==> src/rtl/count_ones_c.sv <==
// Serial population counter: loads a word, then counts its set bits one per cycle.
// Define COUNT_ONES_C_DONE_EN to add a one-cycle 'done' pulse aligned with each new result.
module count_ones_c #(
    parameter int unsigned DATA_WIDTH  = 4,
    parameter int unsigned COUNT_WIDTH = 3
) (
    output logic [COUNT_WIDTH-1:0] bit_count,
    input  logic [DATA_WIDTH-1:0]  data,
    input  logic                   clk,
    input  logic                   reset
`ifdef COUNT_ONES_C_DONE_EN
    ,
    output logic                   done
`endif
);

    localparam int unsigned STEP_W = (DATA_WIDTH > 1) ? $clog2(DATA_WIDTH) : 1;
    localparam logic [STEP_W-1:0] LAST_STEP = STEP_W'(DATA_WIDTH - 1);

    typedef enum logic [1:0] {
        ST_LOAD  = 2'd0,
        ST_SHIFT = 2'd1
    } state_t;

    state_t                 state;
    logic [DATA_WIDTH-1:0]  shift_q;
    logic [COUNT_WIDTH-1:0] acc;
    logic [STEP_W-1:0]      step;
    logic [COUNT_WIDTH-1:0] acc_next_c;

    // Running count including the bit currently at the LSB.
    assign acc_next_c = acc + COUNT_WIDTH'(shift_q[0]);

    // Free-running LOAD / SHIFT loop; result published only on the final shift.
    always_ff @(posedge clk) begin
        if (!reset) begin
            state     <= ST_LOAD;
            shift_q   <= '0;
            acc       <= '0;
            step      <= '0;
            bit_count <= '0;
`ifdef COUNT_ONES_C_DONE_EN
            done      <= 1'b0;
`endif
        end else begin
`ifdef COUNT_ONES_C_DONE_EN
            done <= 1'b0;
`endif
            case (state)
                ST_LOAD: begin
                    shift_q <= data;
                    acc     <= '0;
                    step    <= '0;
                    state   <= ST_SHIFT;
                end
                ST_SHIFT: begin
                    acc     <= acc_next_c;
                    shift_q <= shift_q >> 1;
                    step    <= step + STEP_W'(1);
                    if (step == LAST_STEP) begin
                        bit_count <= acc_next_c;
                        state     <= ST_LOAD;
`ifdef COUNT_ONES_C_DONE_EN
                        done      <= 1'b1;
`endif
                    end
                end
                default: state <= ST_LOAD;
            endcase
        end
    end

endmodule

==> config.mk <==
export PLATFORM = sky130hd
export DESIGN_NAME = count_ones_c
export DESIGN_NICKNAME = d
export VERILOG_FILES = /design/src/rtl/count_ones_c.sv
export SDC_FILE = /design/constraint.sdc
export NUM_CORES = 1
export LEC_CHECK = 0
export CORE_AREA = 10 10 47 49
export CTS_BUF_LIST = sky130_fd_sc_hd__clkbuf_8
export DETAILED_ROUTE_END_ITERATION = 6
export DIE_AREA = 0 0 57 59
export MAX_ROUTING_LAYER = met4
export SLEW_MARGIN = 20
export SYNTH_ARGS = -nofsm -noshare
export SYNTH_HDL_FRONTEND = slang
export SYNTH_SLANG_ARGS = --single-unit
==> constraint.sdc <==
create_clock -name clk -period 1.4 [get_ports clk]
set_clock_uncertainty 0.15 [all_clocks]
set_input_delay 0.28 -clock clk [delete_from_list [all_inputs] [get_ports clk]]
set_output_delay 0.28 -clock clk [all_outputs]
set_load 0.01 [all_outputs]
==> results of run 1 <==
-- power breakdown --
| part | internal (mW) | leakage [nW] | switching, mW |
|---|---|---|---|
| combinational | 0.0260 | 0.157 | 0.0185 |
| clock | 0.194 | 0.0269 | 0.135 |
| sequential | 0.382 | 0.106 | 0.00608 |
| total | 0.602 | 0.290 | 0.160 |
-- final cells by class --
cell class / count / area [µm²]
well taps: 16 / 20.0
flip-flops and latches: 13 / 260
inverters: 1 / 3.75
clock buffers: 3 / 41.3
multi-input cells: 27 / 184
fillers: 163 / 797
clock inverters: 1 / 3.75
repair buffers: 10 / 91.3
-- through the flow --
stage,hold slack (ps),setup slack [ps]
3_3_place_gp,260,89.5
3_5_place_dp,275,73.8
2_1_floorplan,244,157
6_report,276,141
4_1_cts,283,90.1
5_1_grt,310,36.7
-- what timing repair did --
item / 4_1_cts / 5_1_grt
gates resized for setup: 3 / 0
endpoints found under the setup margin: 3 / 1
buffers inserted: 0 / 0
pin swaps: 0 / 1
-- layout by cell type (no fill, tap or decap) --
master           instances
dlygate4sd2_1            3
and3_1                   3
xnor2_1                  1
clkbuf_8                 3
ha_1                     3
nand3_1                  2
a21oi_1                  4
dfxtp_1                 13
buf_4                    2
nor2_1                   6
a311oi_1                 1
inv_1                    2
nand2_1                  2
a21bo_2                  2
clkdlybuf4s50_1          5
mux2i_1                  3
-- cell families after synthesis --
kind of cell | synth area share, %
simple gates | 12.5
flops | 55.3
compound gates | 10.4
buf+inv | 5.58
mux | 6.38
fa+ha+maj | 7.98
xor+xnor | 1.86
-- metal layers --
layer | up-vias | share of wire, % | track usage (%)
li1 | 169 | - | -
met1 | 143 | 49 | 6.40
met2 | 10 | 40 | 7.44
met3 | 4 | 6.2 | 3.43
met4 | 0 | 4.3 | 7.05
met5 | - | 0 | -
-- worst paths after layout --
kind / from / to / cells after the start
hold / removal: step[0] / step[0] / 1
hold reg to reg: step[0] / step[0] / 1
setup / recovery: bit_count[2] / bit_count[2] / 1
setup reg to reg: shift_q[0] / bit_count[2] / 4
-- state kept, by name, summed over array words and instances, names as in the netlist --
signal / count
acc: 3
bit_count: 3
shift_q: 4
state: 1
step: 2
==> flow_metrics.tcl, run 1 <==
set metrics [dict create \
    grt_max_degree 10 \
    antenna_found_initial 0 \
    dp.cells 67 \
    hpwl_um 573 \
    finish.instance_area_um2 604 \
    ir_drop_mv 0.522 \
    rsz0062_at_grt "false" \
    synth_seq_cells 13 \
    dieArea_um2 3360 \
    postCtsHoldBufs 0 \
    synth_cell_types 13 \
    vias 326 \
    final.setup.tns_ps 0 \
    arrival_ps 830 \
    max_freq_ghz 0.795 \
    drv_slew 0 \
    critical-path-top-delay-family "flip-flops" \
    start_util_pct 33.6 \
    viasPerCell 4.59 \
    syn_area_um2 470 \
    placed_cell_area_um2 563 \
    fin_crit_sh_pct 89.9 \
    synth_common_cells "dfxtp_1 (13), nor2_1 (6), a21oi_1 (4)" \
    cp_slowest_cell "dfxtp_1" \
    finalCriticalPeriod_ps 1260 \
    total_power_mw 0.762 \
    cts_sinks 13 \
    power_leakage_nw 0.290 \
    synthArstFlopShare_pct 0 \
    tritoncts "yes" \
    overflow 0 \
    drive_above_1_share_pct 12.7 \
    synth.top_cell.area_share_pct 55.3 \
    yosysMostFrequentCell "dfxtp_1" \
    port_buffers 8 \
    relSlewSlack_pct 83.1 \
    instances_no_fill 71 \
    postRouteAntennaNets 0 \
    die-height_um 59 \
    power.density_nw_per_um2 1260 \
    tightest_slew_ps 253 \
    setup_viol 0 \
    holdCritPathClass "flip-flop to flip-flop" \
    synth_edf_count 0 \
    area_delta_synth_final_pct 28.5 \
    synthFlopType "dfxtp_1" \
    worstSetupPathType "flip-flop to output port" \
    firstDrtPassIters 3 \
    io_pins 9 \
    nets 65 \
    syn_nets 52 \
    max-cap-violations 0 \
    cp-end-kind "output port" \
    crit_buf_inv 1 \
    cp_max_fo 2 \
    cts_buffer_depth 2 \
    numCtsBuffers 3 \
    grt_pass1_vias 338 \
    row_count 14 \
    synth_cells 43 \
    synth_warnings 0 \
    seq_area_frac_synth_pct 55.3 \
    routed_wl_um 805 \
    htree_levels 1 \
    worstPathRequired_ps 970 \
    gp_congestion 0.655 \
    final_util_pct 43.1 \
    r2r_slack_ps 140 \
    first_iter_violations 5 \
    synthTopCellsByArea "dfxtp_1 (55%), ha_1 (8.0%), mux2i_1 (6.4%)" \
    grt_pass1_wl_um 1490 \
    core_area_um2 1400 \
    cp_slowest_stage_delay_ps 320 \
    path_clk_slew_ps 60 \
    drc 0 \
    cts-root-buf "clkbuf_8" \
    routedWlPerCell_um 11.3 \
    cp-start-kind "flip-flop" \
    diodes 0 \
    status "complete, no violations" \
    clk-insertion-delay-late_ps 250 \
    finalHoldViolCount 0 \
    die_w_um 57 \
    avgSynthCellArea_um2 10.9 \
    path_cells "dlygate4sd2_1" \
    track_usage_pct 6.17 \
    synth.largest_area_cell "dfxtp_1" \
]
Note: power is estimated with default switching activity, not from simulation.
==> inputs of run 2 (changes only) <==
--- a/config.mk
+++ b/config.mk
@@ -9,8 +9,8 @@
 export CTS_BUF_LIST = sky130_fd_sc_hd__clkbuf_8
 export DETAILED_ROUTE_END_ITERATION = 6
 export DIE_AREA = 0 0 57 59
+export HOLD_SLACK_MARGIN = 0.12
 export MAX_ROUTING_LAYER = met4
-export SLEW_MARGIN = 20
 export SYNTH_ARGS = -nofsm -noshare
 export SYNTH_HDL_FRONTEND = slang
 export SYNTH_SLANG_ARGS = --single-unit
==> constraint.sdc (replaced) <==
create_clock -name clk -period 1.5 [get_ports clk]
set_clock_uncertainty 0.15 [all_clocks]
set_input_delay 0.3 -clock clk [delete_from_list [all_inputs] [get_ports clk]]
set_output_delay 0.3 -clock clk [all_outputs]
set_load 0.01 [all_outputs]
==> flow_metrics.tcl, run 2 (synthesis results as in run 1) <==
set metrics [dict create \
    cts-root-buf "clkbuf_8" \
    clk-insertion-delay-late_ps 240 \
    drive_above_1_share_pct 14.3 \
    numCtsBuffers 3 \
    hpwl_um 579 \
    cts_setup_buffers 0 \
    setup_viol 0 \
    grt_use_met2_pct 7.75 \
    grt_pass1_wl_um 1350 \
    tightest_slew_ps 227 \
    status "complete, no violations" \
    io_pins 9 \
    final.setup.tns_ps 0 \
    critical-path-top-delay-family "adder cells" \
    cp_common_cell "ha_1" \
    cp_slowest_stage_delay_ps 300 \
    grt_pass1_vias 325 \
    crit_buf_inv 0 \
    track_usage_pct 5.58 \
    cts_buffer_depth 2 \
    firstDrtPassIters 4 \
    drv_slew 0 \
    htree_levels 1 \
    drc 0 \
    max_flop_register "shift_q" \
    die-height_um 59 \
    start_util_pct 33.6 \
    vias 337 \
    tritoncts "yes" \
    power_leakage_nw 0.295 \
    max_freq_ghz 0.759 \
    port_buffers 8 \
    routed_wl_um 764 \
    die_w_um 57 \
    overflow 0 \
    grt-busiest-layer "met2" \
    rsz0062_at_grt "false" \
    diodes 0 \
    final_cell_mix "dfxtp_1 (13), nor2_1 (6), clkdlybuf4s50_1 (5), a21oi_1 (4)" \
    viasPerCell 4.68 \
    core_area_um2 1400 \
    max-cap-violations 0 \
    largestRegisters "shift_q (4), acc (3), bit_count (3)" \
    finish.instance_area_um2 612 \
    total_power_mw 0.705 \
    cp-start-kind "flip-flop" \
    grt_util_met3_pct 2.79 \
    dp.cells 68 \
    hold_slack_ps 273 \
    worstPathRequired_ps 1500 \
    ir_drop_mv 0.489 \
    nets 66 \
    finalHoldViolCount 0 \
    worstSetupPathType "flip-flop to flip-flop" \
    use_met1_pct 5.30 \
    placed_cell_area_um2 571 \
    filler_cell_count 149 \
    fin_crit_sh_pct 87.8 \
    largest_reg_flops 4 \
    row_count 14 \
    routedWlPerCell_um 10.6 \
    final_common_cell "dfxtp_1" \
    dieArea_um2 3360 \
    path_clk_slew_ps 50 \
    path_cells "ha_1 -> ha_1 -> xnor2_1 -> a311oi_1" \
    first_iter_violations 10 \
    postRouteAntennaNets 0 \
    arrival_ps 1320 \
    area_delta_synth_final_pct 30.1 \
    instances_no_fill 72 \
    antenna_found_initial 0 \
    grt_max_degree 10 \
    cp-end-kind "flip-flop" \
    finalCriticalPeriod_ps 1320 \
    cp_slowest_cell "dfxtp_1" \
    gp_congestion 0.678 \
    holdCritPathClass "flip-flop to flip-flop" \
    power.density_nw_per_um2 1150 \
    relSlewSlack_pct 84.7 \
    cp_max_fo 2 \
    cts_sinks 13 \
]
run 2: cell count changes in the layout (fill, tap and decap cells not counted), sizes merged:
cell,before,now
buf,2,3
run 2: metrics by stage:
stage	setup WS, ps	util [%]
detailed placement	113	40.7
global placement	143	40.7
finish	183	43.7
global route	85.6	43.7
CTS	173	43.7
floorplan	257	-
run 2: layout make-up:
class                   instances  area [µm²]  share of cell area [%]
clock buffers                   3        41.3                    6.75
flip-flops and latches         13         260                    42.5
clock inverters                 1        3.75                   0.613
inverters                       1        3.75                   0.613
repair buffers                 11        98.8                    16.2
well taps                      16        20.0                    3.27
multi-input cells              27         184                    30.1
run 2: power by group:
part	total (mW)	switching (mW)	leakage [nW]	internal, mW
Combinational	0.0448	0.0187	0.162	0.0261
Clock	0.300	0.119	0.0269	0.180
Sequential	0.360	0.00366	0.106	0.357
Total	0.705	0.142	0.295	0.563
run 2: layer usage:
metal  vias to the layer above  routed length, µm
li1                        174                  -
met1                       150                372
met2                        11                328
met3                         2                 48
met4                         0                 14
met5                         -                  0
run 2: worst reg2reg max path: cells and delay by family, from the launching register on:
kind | cells | cell delay, ps
adder cells (fa/ha/maj) | 2 | 380
flip-flops | 1 | 300
AO/OA/AOI/OAI | 1 | 250
XOR/XNOR | 1 | 150
run 2: worst paths after layout:
check / cells after the start / slack (ps) / from / to
min reg2reg: 1 / 270 / step[0] / step[0]
max: 4 / 180 / shift_q[0] / bit_count[2]
min: 1 / 270 / step[0] / step[0]
max reg2reg: 4 / 180 / shift_q[0] / bit_count[2]
run 2: what timing repair did:
item | CTS | global route
hold buffers | 0 | 0
hold endpoints to repair | 0 | 0
setup endpoints to repair | 3 | 0
resized for setup | 3 | 0
==> inputs of run 3 (changes only) <==
--- a/config.mk
+++ b/config.mk
@@ -6,7 +6,7 @@
 export NUM_CORES = 1
 export LEC_CHECK = 0
 export CORE_AREA = 10 10 47 49
-export CTS_BUF_LIST = sky130_fd_sc_hd__clkbuf_8
+export CTS_BUF_LIST = sky130_fd_sc_hd__clkbuf_16
 export DETAILED_ROUTE_END_ITERATION = 6
 export DIE_AREA = 0 0 57 59
 export HOLD_SLACK_MARGIN = 0.12
@@ -14,3 +14,4 @@
 export SYNTH_ARGS = -nofsm -noshare
 export SYNTH_HDL_FRONTEND = slang
 export SYNTH_SLANG_ARGS = --single-unit
+export TNS_END_PERCENT = 1
==> constraint.sdc (replaced) <==
create_clock -name clk -period 1.5 [get_ports clk]
set_clock_uncertainty 0.15 [all_clocks]
set_input_delay 0.3 -clock clk [delete_from_list [all_inputs] [get_ports clk]]
set_output_delay 0.3 -clock clk [all_outputs]
set_load 0.02 [all_outputs]
==> flow_metrics.tcl, run 3 (synthesis results as in run 1) <==
set metrics [dict create \
    status "complete, no violations" \
    drive_above_1_share_pct 12.7 \
    tritoncts "yes" \
    grt_max_degree 16 \
    cts_sinks 13 \
    start_util_pct 33.6 \
    arrival_ps 880 \
    vias 318 \
    grt_pass1_vias 336 \
    cp-end-kind "output port" \
    diodes 0 \
    largestRegisters "shift_q (4), acc (3), bit_count (3)" \
    cp_slowest_cell "dlygate4sd2_1" \
    holdCritPathClass "flip-flop to flip-flop" \
    cts_buffer_depth 2 \
    track_usage_pct 5.90 \
    final_cell_mix "dfxtp_1 (13), nor2_1 (6), clkdlybuf4s50_1 (5), a21oi_1 (4)" \
    instances_no_fill 71 \
    fin_crit_sh_pct 89.0 \
    final_common_cell "dfxtp_1" \
    clk-insertion-delay-late_ps 240 \
    grt_use_met2_pct 7.75 \
    die_w_um 57 \
    max_flop_register "shift_q" \
    dieArea_um2 3360 \
    cp_max_fo 2 \
    cts-root-buf "clkbuf_16" \
    max_freq_ghz 0.749 \
    grt_pass1_wl_um 1430 \
    cp_slowest_stage_delay_ps 340 \
    crit_buf_inv 1 \
    finalCriticalPeriod_ps 1330 \
    hpwl_um 556 \
    viasPerCell 4.48 \
    power.density_nw_per_um2 1400 \
    largest_reg_flops 4 \
    antenna_found_initial 0 \
    htree_levels 1 \
    postRouteAntennaNets 0 \
    drc 0 \
    cts_setup_buffers 0 \
    area_delta_synth_final_pct 35.6 \
    routed_wl_um 790 \
    routedWlPerCell_um 11.1 \
    firstDrtPassIters 1 \
    ir_drop_mv 0.604 \
    drv_slew 0 \
    grt_util_met3_pct 2.79 \
    critical-path-top-delay-family "buffers and inverters" \
    relSlewSlack_pct 81.8 \
    row_count 14 \
    power_leakage_nw 0.305 \
    path_cells "dlygate4sd2_1" \
    rsz0062_at_grt "false" \
    dp.cells 67 \
    grt-busiest-layer "met2" \
    die-height_um 59 \
    worstSetupPathType "flip-flop to output port" \
    nets 65 \
    gp_congestion 0.657 \
    use_met1_pct 6.16 \
    io_pins 9 \
    numCtsBuffers 3 \
    cp-start-kind "flip-flop" \
    final.setup.tns_ps 0 \
    setup_viol 0 \
    core_area_um2 1400 \
    worstPathRequired_ps 1050 \
    path_clk_slew_ps 40 \
    max-cap-violations 0 \
    finalHoldViolCount 0 \
    first_iter_violations 0 \
    port_buffers 8 \
    overflow 0 \
    tightest_slew_ps 273 \
]
==> run 3: cell count changes in the layout (fill, tap and decap cells not counted), sizes merged <==
cell / before / now
buf: 3 / 2
==> run 3: final timing paths <==
kind	from	endpoint	depth (start not counted)	slack, ps
worst max register to register	shift_q[0]	bit_count[2]	4	200
worst min-delay path	step[0]	step[0]	1	270
worst min register to register	step[0]	step[0]	1	270
worst max-delay path	bit_count[0]	bit_count[0]	1	170
==> run 3: cell type report <==
| type | count | area [µm²] |
|---|---|---|
| clock inverter | 1 | 3.75 |
| tap | 16 | 20.0 |
| inverter | 1 | 3.75 |
| timing repair buffer | 10 | 91.3 |
| clock buffer | 3 | 75.1 |
| multi-input combinational | 27 | 184 |
| fill | 154 | 763 |
| sequential | 13 | 260 |
==> run 3: per-layer routing <==
| layer | wire length (µm) | vias to the layer above |
|---|---|---|
| met5 | 0 | - |
| met4 | 19 | 0 |
| met1 | 404 | 137 |
| li1 | - | 170 |
| met2 | 329 | 9 |
| met3 | 37 | 2 |
==> run 3: what timing repair did <==
| item | CTS | global route |
|---|---|---|
| endpoints found under the setup margin | 3 | 0 |
| hold buffers | 0 | 0 |
| gates resized for setup | 3 | 0 |
==> run 3: power breakdown <==
part / switching [mW] / total, mW / internal [mW] / leakage (nW)
Sequential: 0.00320 / 0.361 / 0.358 / 0.106
Combinational: 0.0200 / 0.0445 / 0.0245 / 0.157
Clock: 0.139 / 0.489 / 0.351 / 0.0423
==> run 3: through the flow <==
step                      hold WS (ps)  area, µm²  util [%]  power [mW]  setup WS [ps]
after floorplan                    247        470         -       0.394            257
after global placement             260        563      40.2       0.412            146
after detailed placement           268        563      40.2       0.413            131
after CTS                          275        638      45.5       0.907            154
after global routing               289        638      45.5       0.936            118
final                              269        638      45.5       0.895            165
